--- config.mk ---
export PLATFORM = sky130hd
export DESIGN_NAME = txt_write_scheduler_flat
export DESIGN_NICKNAME = d
export VERILOG_FILES = /design/src/rtl/vga_txt_pkg.sv /design/src/rtl/txt_write_scheduler_if.sv /design/src/rtl/txt_rr_arbiter.sv /design/src/rtl/txt_write_scheduler.sv /design/src/flat_wrapper.sv
export SDC_FILE = /design/constraint.sdc
export NUM_CORES = 1
export LEC_CHECK = 0
export BUFFER_PORTS_ARGS = -buffer_cell sky130_fd_sc_hd__buf_4
export CAP_MARGIN = 5
export CELL_PAD_IN_SITES_DETAIL_PLACEMENT = 1
export CELL_PAD_IN_SITES_GLOBAL_PLACEMENT = 2
export CORE_MARGIN = 5
export CORE_UTILIZATION = 33
export DETAILED_ROUTE_END_ITERATION = 8
export PLACE_DENSITY_LB_ADDON = 0.1
export SLEW_MARGIN = 40
export SYNTH_ARGS = -nofsm -noshare
export SYNTH_HDL_FRONTEND = slang
export SYNTH_SLANG_ARGS = --single-unit
export TNS_END_PERCENT = 30
--- constraint.sdc ---
create_clock -name iVGA_CLK -period 4.7 [get_ports iVGA_CLK]
set_clock_uncertainty 0.05 [all_clocks]
set_input_delay 0.235 -clock iVGA_CLK [delete_from_list [all_inputs] [get_ports iVGA_CLK]]
set_output_delay 0.235 -clock iVGA_CLK [all_outputs]
set_load 0.02 [all_outputs]
--- src/rtl/vga_txt_pkg.sv ---
// Shared types and constants for the txtScreen write path.
// Holds the scheduler state encoding, default sizes and fixed screen addresses.
package vga_txt_pkg;

  typedef enum logic [1:0] {
    ST_IDLE   = 2'd0,
    ST_SETUP  = 2'd1,
    ST_STROBE = 2'd2,
    ST_HOLD   = 2'd3
  } txt_state_e;

  localparam int          SCREEN_CHARS_DEF = 2400;
  localparam logic [7:0]  CLEAR_CHAR_DEF   = 8'h20;
  localparam int          ADDR_W_DEF       = 12;

  localparam logic [11:0] SCORE_ADDR = 12'h05C;
  localparam logic [11:0] MSG_ADDR   = 12'h06B;

endpackage

--- src/rtl/txt_write_scheduler_if.sv ---
// Requester/txtScreen bundle for the write scheduler.
// master = game-logic side, slave = the scheduler itself.
interface txt_write_scheduler_if
  import vga_txt_pkg::*;
#(
  parameter int ADDR_W = ADDR_W_DEF
);
  logic              clr_req;
  logic              clr_done;
  logic              req0;
  logic [ADDR_W-1:0] addr0;
  logic [7:0]        data0;
  logic              ack0;
  logic              req1;
  logic [ADDR_W-1:0] addr1;
  logic [7:0]        data1;
  logic              ack1;
  logic              busy;
  logic [ADDR_W-1:0] oAddr;
  logic [7:0]        oData;
  logic              oNwr;

  modport master (
    output clr_req, req0, addr0, data0, req1, addr1, data1,
    input  clr_done, ack0, ack1, busy, oAddr, oData, oNwr
  );

  modport slave (
    input  clr_req, req0, addr0, data0, req1, addr1, data1,
    output clr_done, ack0, ack1, busy, oAddr, oData, oNwr
  );
endinterface

--- src/rtl/txt_rr_arbiter.sv ---
// Two-way round-robin arbiter: with both requests pending, the side not
// granted last time wins. Pointer only moves when a grant is taken.
module txt_rr_arbiter (
  input  logic       clk,
  input  logic       rst,
  input  logic [1:0] req_i,
  input  logic       en_i,
  output logic [1:0] gnt_o
);
  logic last_q;
  logic last_d;

  always_comb begin
    gnt_o = 2'b00;
    case (req_i)
      2'b01:   gnt_o = 2'b01;
      2'b10:   gnt_o = 2'b10;
      2'b11:   gnt_o = last_q ? 2'b01 : 2'b10;
      default: gnt_o = 2'b00;
    endcase
  end

  assign last_d = (en_i && (gnt_o != 2'b00)) ? gnt_o[1] : last_q;

  // Reset value "last was 1" so requester 0 is favoured first.
  always_ff @(posedge clk) begin
    if (rst) last_q <= 1'b1;
    else     last_q <= last_d;
  end
endmodule

--- src/rtl/txt_write_scheduler.sv ---
// Sequences SETUP/STROBE/HOLD nWr writes into txtScreen for two requesters
// and a full-screen clear engine, all on the iVGA_CLK rising edge.
module txt_write_scheduler
  import vga_txt_pkg::*;
#(
  parameter int         SCREEN_CHARS  = SCREEN_CHARS_DEF,
  parameter logic [7:0] CLEAR_CHAR    = CLEAR_CHAR_DEF,
  parameter int         STROBE_CYCLES = 1,
  parameter int         ADDR_W        = ADDR_W_DEF
) (
  input  logic                 iVGA_CLK,
  input  logic                 reset,
  txt_write_scheduler_if.slave bus
);
  localparam logic [ADDR_W-1:0] LAST_ADDR   = ADDR_W'(SCREEN_CHARS - 1);
  localparam logic [3:0]        STROBE_LAST = 4'(STROBE_CYCLES - 1);

  txt_state_e        state_q, state_d;
  logic              clr_mode_q, clr_mode_d;
  logic              sel_q, sel_d;
  logic [3:0]        strb_cnt_q, strb_cnt_d;
  logic [ADDR_W-1:0] clr_cnt_q, clr_cnt_d;
  logic [ADDR_W-1:0] addr_q, addr_d;
  logic [7:0]        data_q, data_d;
  logic              nwr_q, nwr_d;
  logic              ack0_q, ack0_d;
  logic              ack1_q, ack1_d;
  logic              done_q, done_d;
  logic [1:0]        gnt;
  logic              arb_en;

  // The clear request outranks both requesters, so it also blocks the arbiter.
  assign arb_en = (state_q == ST_IDLE) && !bus.clr_req;

  txt_rr_arbiter u_arb (
    .clk   (iVGA_CLK),
    .rst   (reset),
    .req_i ({bus.req1, bus.req0}),
    .en_i  (arb_en),
    .gnt_o (gnt)
  );

  always_ff @(posedge iVGA_CLK) begin
    if (reset) begin
      state_q    <= ST_IDLE;
      clr_mode_q <= 1'b0;
      sel_q      <= 1'b0;
      strb_cnt_q <= '0;
      clr_cnt_q  <= '0;
      addr_q     <= '0;
      data_q     <= '0;
      nwr_q      <= 1'b1;
      ack0_q     <= 1'b0;
      ack1_q     <= 1'b0;
      done_q     <= 1'b0;
    end else begin
      state_q    <= state_d;
      clr_mode_q <= clr_mode_d;
      sel_q      <= sel_d;
      strb_cnt_q <= strb_cnt_d;
      clr_cnt_q  <= clr_cnt_d;
      addr_q     <= addr_d;
      data_q     <= data_d;
      nwr_q      <= nwr_d;
      ack0_q     <= ack0_d;
      ack1_q     <= ack1_d;
      done_q     <= done_d;
    end
  end

  always_comb begin
    state_d    = state_q;
    clr_mode_d = clr_mode_q;
    sel_d      = sel_q;
    strb_cnt_d = strb_cnt_q;
    clr_cnt_d  = clr_cnt_q;
    case (state_q)
      ST_IDLE: begin
        if (bus.clr_req) begin
          state_d    = ST_SETUP;
          clr_mode_d = 1'b1;
          clr_cnt_d  = '0;
        end else if (gnt != 2'b00) begin
          state_d    = ST_SETUP;
          clr_mode_d = 1'b0;
          sel_d      = gnt[1];
        end
      end
      ST_SETUP: begin
        state_d    = ST_STROBE;
        strb_cnt_d = STROBE_LAST;
      end
      ST_STROBE: begin
        if (strb_cnt_q == 4'd0) state_d = ST_HOLD;
        else                    strb_cnt_d = strb_cnt_q - 4'd1;
      end
      ST_HOLD: begin
        // Clear runs back-to-back without revisiting IDLE until the last cell.
        if (clr_mode_q && (clr_cnt_q != LAST_ADDR)) begin
          state_d   = ST_SETUP;
          clr_cnt_d = clr_cnt_q + ADDR_W'(1);
        end else begin
          state_d = ST_IDLE;
        end
      end
      default: state_d = ST_IDLE;
    endcase
  end

  always_comb begin
    addr_d = addr_q;
    data_d = data_q;
    if ((state_q == ST_IDLE) && (state_d == ST_SETUP)) begin
      if (clr_mode_d) begin
        addr_d = '0;
        data_d = CLEAR_CHAR;
      end else if (sel_d) begin
        addr_d = bus.addr1;
        data_d = bus.data1;
      end else begin
        addr_d = bus.addr0;
        data_d = bus.data0;
      end
    end else if ((state_q == ST_HOLD) && (state_d == ST_SETUP)) begin
      addr_d = clr_cnt_d;
    end
    nwr_d  = (state_d != ST_STROBE);
    ack0_d = (state_d == ST_HOLD) && !clr_mode_q && !sel_q;
    ack1_d = (state_d == ST_HOLD) && !clr_mode_q &&  sel_q;
    done_d = (state_q == ST_HOLD) && clr_mode_q && (clr_cnt_q == LAST_ADDR);
  end

  assign bus.oAddr    = addr_q;
  assign bus.oData    = data_q;
  assign bus.oNwr     = nwr_q;
  assign bus.ack0     = ack0_q;
  assign bus.ack1     = ack1_q;
  assign bus.clr_done = done_q;
  assign bus.busy     = (state_q != ST_IDLE);

endmodule

--- src/flat_wrapper.sv ---
// flat-port wrapper written by rule: the top's interface ports become plain ports
module txt_write_scheduler_flat import vga_txt_pkg::*;
#(
  parameter int         SCREEN_CHARS  = SCREEN_CHARS_DEF,
  parameter logic [7:0] CLEAR_CHAR    = CLEAR_CHAR_DEF,
  parameter int         STROBE_CYCLES = 1,
  parameter int         ADDR_W        = ADDR_W_DEF
)
  (iVGA_CLK, reset, bus_clr_req, bus_req0, bus_addr0, bus_data0, bus_req1, bus_addr1, bus_data1, bus_clr_done, bus_ack0, bus_ack1, bus_busy, bus_oAddr, bus_oData, bus_oNwr);
  txt_write_scheduler_if #(.ADDR_W(ADDR_W)) bus_i ();
  input  logic iVGA_CLK;
  input  logic reset;
  input wire logic [$bits(bus_i.clr_req)-1:0] bus_clr_req;
  input wire logic [$bits(bus_i.req0)-1:0] bus_req0;
  input wire logic [$bits(bus_i.addr0)-1:0] bus_addr0;
  input wire logic [$bits(bus_i.data0)-1:0] bus_data0;
  input wire logic [$bits(bus_i.req1)-1:0] bus_req1;
  input wire logic [$bits(bus_i.addr1)-1:0] bus_addr1;
  input wire logic [$bits(bus_i.data1)-1:0] bus_data1;
  output wire logic [$bits(bus_i.clr_done)-1:0] bus_clr_done;
  output wire logic [$bits(bus_i.ack0)-1:0] bus_ack0;
  output wire logic [$bits(bus_i.ack1)-1:0] bus_ack1;
  output wire logic [$bits(bus_i.busy)-1:0] bus_busy;
  output wire logic [$bits(bus_i.oAddr)-1:0] bus_oAddr;
  output wire logic [$bits(bus_i.oData)-1:0] bus_oData;
  output wire logic [$bits(bus_i.oNwr)-1:0] bus_oNwr;
  assign bus_i.clr_req = bus_clr_req;
  assign bus_i.req0 = bus_req0;
  assign bus_i.addr0 = bus_addr0;
  assign bus_i.data0 = bus_data0;
  assign bus_i.req1 = bus_req1;
  assign bus_i.addr1 = bus_addr1;
  assign bus_i.data1 = bus_data1;
  assign bus_clr_done = bus_i.clr_done;
  assign bus_ack0 = bus_i.ack0;
  assign bus_ack1 = bus_i.ack1;
  assign bus_busy = bus_i.busy;
  assign bus_oAddr = bus_i.oAddr;
  assign bus_oData = bus_i.oData;
  assign bus_oNwr = bus_i.oNwr;
  txt_write_scheduler #(.SCREEN_CHARS(SCREEN_CHARS), .CLEAR_CHAR(CLEAR_CHAR), .STROBE_CYCLES(STROBE_CYCLES), .ADDR_W(ADDR_W)) u_core (.iVGA_CLK(iVGA_CLK), .reset(reset), .bus(bus_i));
endmodule
* After elaboration in Yosys (flattened, before gate mapping) *
Index checks and enable logic that the tools add are counted.

storage, ports and cells
  word-level logic and storage cells = 70
  bits in registers = 45

operators by class
  equality and inequality tests = 12
  add/subtract/negate cells = 2
  reduce and logical (&&, ||, !) cells = 20
  mux-type cells = 24

operators with widths
  operator                                                             number
  12-bit two-way mux                                                   6
  12-bit case mux with 2 select lines                                  1
  8-bit two-way mux                                                    2
  12-bit by 1-bit adder with 12-bit output (second input constant)     1
  12-bit == test (second input constant)                               1
  12-bit != test (second input constant)                               1
  2-bit == test (second input constant)                                5
  1-bit logical AND                                                    10
  2-bit two-way mux                                                    4
  2-bit case mux with 4 select lines                                   1
  4-bit case mux with 2 select lines                                   1
  2-bit nonzero test                                                   4
  1-bit two-way mux                                                    7
  2-bit by 1-bit == test with 1-bit output (second input constant)     3
  2-bit case mux with 3 select lines                                   1
  4-bit zero test                                                      1
  4-bit two-way mux                                                    1
  2-bit != test (second input constant)                                2
  4-bit by 1-bit subtractor with 4-bit output (second input constant)  1
  1-bit zero test                                                      3
  2-bit zero test                                                      1
  2-bit AND reduction                                                  1

* Depth between registers and ports, before layout *
  word-level depth = 10
  mapped depth = 9
  mapped depth without buffers = 8

* Hierarchy *
From an unflattened synthesis, not the netlist that was laid out.

unflattened totals
  cells, all modules = 295
  area total of the unflattened synthesis = 2,692.6 um^2

modules (own cells, without submodules)
  module               area each (um^2)  instances  seq. area each (um^2)  cells an instance
  txt_write_scheduler  2,631.3           1          880.8                  288
  txt_rr_arbiter       61.3              1          20.0                   7

* Worst setup path after synthesis *
OpenSTA, ideal clock, no wires.

  path type = register to register
  start = reg u_core.state_q[0]
  end = reg u_core.addr_q[7], in the netlist u_core.bus.oAddr[7]
  cell stages (with the launch flop) = 9
  data required time = 4,516 ps
  path buffers = 1
  period minus slack after synthesis = 2,198 ps
  data arrival time = 2,014 ps
  setup slack = 2,502 ps
  cell sequence = dfxtp_1 inv_1 ha_1 and2b_1 a32oi_1 buf_4 mux2_2 a22oi_1 a211oi_2

between the ends
  cells in the longest elaborated chain, start to end = 6
  elaborated cells between the ends (all ways) = 19
  those cells by class = eq/ne: 4; mux: 11; reduce/logical: 4

RTL lines
  item                                                      RTL line                                                source
  start, declared                                           txt_write_scheduler.sv:18                               txt_state_e state_q, state_d;
  start signal, assigned                                    txt_write_scheduler.sv:57                               state_q <= state_d;
  2-bit two-way mux                                         txt_write_scheduler.sv:83                               end else if (gnt != 2'b00) begin
  2-bit two-way mux                                         txt_write_scheduler.sv:79                               if (bus.clr_req) begin
  2-bit case mux with 4 select lines                        txt_write_scheduler.sv:77                               case (state_q)
  2-bit by 1-bit == test with 1-bit output                  txt_write_scheduler.sv:113, txt_write_scheduler.sv:124
  1-bit logical AND (on tied branches)                      txt_write_scheduler.sv:113, txt_write_scheduler.sv:124
  12-bit two-way mux or 2-bit nonzero test (tied branches)  -
  end signal, assigned                                      txt_write_scheduler.sv:62                               addr_q <= addr_d;
  end, declared                                             txt_write_scheduler.sv:23                               logic [ADDR_W-1:0] addr_q, addr_d;

Several ways; a longest one is shown, not always the timed one. The select of a mux whose other input is x is not followed.
A chain may end at the register's enable or synchronous reset.

* Final worst setup path *
  start = reg u_core.state_q[0]
  end = reg u_core.addr_q[9], in the netlist u_core.bus.oAddr[9]

Same word-level chain as after synthesis.

==> results.md <==
* I/O pin total at 70
* Clk Latency, worst-skew pair at 0.30 ns
* Final Non-Filler Cells at 438
* Min Tclk post-route at 2.72 ns
* Synth area leaders: dfxtp_1, mux2_2, nor2_1
* # H-tree levels at 2
* Setup crit start kind: register
* Sequential cell area at 901 um2
* CP bufs+invs at 1
* Gr usage total at 16.2%
* Async SR Flop Fraction at 0%
* Period utilization at 57.9%
* Clk buf depth at 2
* CP max FO at 19
* Highest ir drop seen on vdd at 173 uV
* Core Area at 7290 um2
* Final hold violations at 0
* Count of final setup violators at 0
* Final setup margin at 1.98 ns
* Critical-path cell list: inv_1 > ha_1 > nand2b_1 > nor2_2 > or3_1 > o221ai_1 > o211ai_2 > o211a_1
* Critical path capture point type: register
* P per Cell Area at 508 nW/um2
* Min-delay src: bus_req1
* Most frequent cell after synthesis: dfxtp_1
* Post-synth EDFFs at 0
* Die area at 9370 um2
* Grt total ovfl at 0
* CP max stage cell: or3_1
* 1st-iter DRT viols at 64
* Sum of negative setup slack at 0 ns
* Diode count at 0
* Setup bufs post-CTS at 0
* Hold-fix buffers at CTS at 0
* Slew @ Worst Pin at 0.692 ns
* Layout cells sized above 1 at 31.9%
* Clk slew on worst S/H paths at 0.09 ns
* TritonCTS Buffers at 5
* PostCTS Resize Cnt at 0
* Distinct cells, synth at 57
* Number of global-route vias before repair at 2435
* Initial antenna violation count at 0
* Die width at 96.8 um
* Worst Path Arrival at 2.93 ns
* Detailed Routing Iterations Pass 1 at 5
* Die Height at 96.8 um
* Routed vias/inst at 5.33
* Max-Cap Viols at 0
* Largest net degree at the start of global routing at 34
* Multi-input gate area at 1470 um2
* Crit path from: u_core.state_q[0]
* Worst EP required at 4.91 ns
* Area growth from synthesis to layout at 27.6%
* Synthesized instance count at 276
* Placed insts at 430
* Clk root buf: clkbuf_8
* Final Power at 1.61 mW
* Drt wl/cell at 17.5 um
* Hpwl dp at 5770 um
* Final ANT Viol Nets at 0
* Max Fclk at 367 MHz
* Final worst hold slack at 0.203 ns
* Yosys top cell by area: dfxtp_1
* Setup WS pre-CTS at 1.99 ns
* # nets final at 390
* Synth warn at 0
* Post-synthesis register bit count at 45
* Syn nets at 328
* Unrepaired setup endpoints after global routing: no
* Reg2reg start: u_core.state_q[0]
* Top-area cell type share of the netlist area at 36.2%
* Worst stage delay on the critical path at 0.60 ns
* Via count at 2333
* I/O Buffers at 69
* Filler Cell Count at 913
* Top FF cell, synth: dfxtp_1
* TritonCTS Sinks at 45
* Sequential area share after synthesis at 36.2%
* First-pass GRT wire length at 12500 um
* Rel. slew slack at 53.9%
* Cell family with most CP delay: simple AND/OR/NAND/NOR gates
* Hold crit path type: in -> reg
* Avg Inst Size Synth at 9.01 um2
* CTS tree: done
* Initial Utilization at 34.1%
* Status: complete, no violations
* Synth cell count leaders: dfxtp_1, nor2_1, nand2_1
* GPL Wtd Cong at 0.854
* Slew Limit Fails at 0
* Leak at 1.37 nW
* Post-Route WL at 7660 um
* Critical path class: reg -> reg
* Row count at 31
* Synth Cell Area at 2490 um2
* # DRC at 0
[registers in the layout, summed over array words and instances (netlist names)]
signal,flops
u_core.bus.oAddr,12
u_core.clr_cnt_q,12
u_core.bus.oData,8
u_core.strb_cnt_q,4
u_core.state_q,2
u_core.bus.ack0,1
u_core.bus.ack1,1
u_core.bus.clr_done,1
u_core.bus.oNwr,1
u_core.clr_mode_q,1
u_core.sel_q,1
u_core.u_arb.last_q,1
[where the power goes]
| part | total (mW) | switching, mW | internal [mW] |
|---|---|---|---|
| clock network | 0.309 | 0.136 | 0.174 |
| registers | 0.504 | 0.0503 | 0.453 |
| logic | 0.799 | 0.494 | 0.306 |
| total | 1.61 | 0.680 | 0.932 |
[final timing paths]
check | endpoint | slack (ns) | cells past startpoint
hold reg to reg | u_core.bus.oAddr[8] | 0.43 | 1
setup reg to reg | u_core.bus.oAddr[9] | 1.98 | 8
setup / recovery | u_core.bus.oAddr[9] | 1.98 | 8
hold / removal | u_core.u_arb.last_q | 0.20 | 3
[per-layer routing]
metal	track usage [%]	part of all wire [%]	vias up
met3	4.10	4.4	5
met1	19.8	47	1121
met4	4.43	0.84	0
met5	0	0	-
met2	28.3	48	56
li1	-	-	1151
[placed cells by master (no fill, tap or decap), types with 5 or more instances in the layout]
cell type / count
buf_4: 70
dfxtp_1: 45
nor2_1: 34
nand2_1: 20
a21oi_1: 12
mux2_2: 12
inv_1: 11
a22oi_1: 11
o22ai_1: 9
mux2i_1: 8
nand3_1: 7
ha_1: 7
o21ai_0: 6
clkbuf_8: 6
and3_1: 5
nand2b_1: 5
[layout make-up]
cell class,count,share of cell area (%)
multi-input cells,205,46.2
flip-flops and latches,45,28.4
repair buffers,70,16.6
well taps,99,3.90
clock buffers,7,2.72
inverters,11,1.30
clock inverters,1,0.946
[per-stage QoR]
| step | util, % | area, um2 |
|---|---|---|
| CTS | 43.5 | 3170 |
| floorplan | - | 2490 |
| global route | 43.5 | 3170 |
| finish | 43.5 | 3170 |
| detailed placement | 41.9 | 3060 |
| global placement | 41.9 | 3050 |
[tightest hold or removal path: stages]
cell and delay [ns]:
buf_4 0.14, nand2_1 0.06, o211ai_1 0.07
[cells by family after synthesis]
| group | synth area share, % |
|---|---|
| simple gates | 21.6 |
| compound gates | 24.8 |
| flops | 36.2 |
| buf+inv | 5.23 |
| mux | 8.66 |
| fa+ha+maj | 3.52 |
Note: power is estimated with default switching activity, not from simulation.
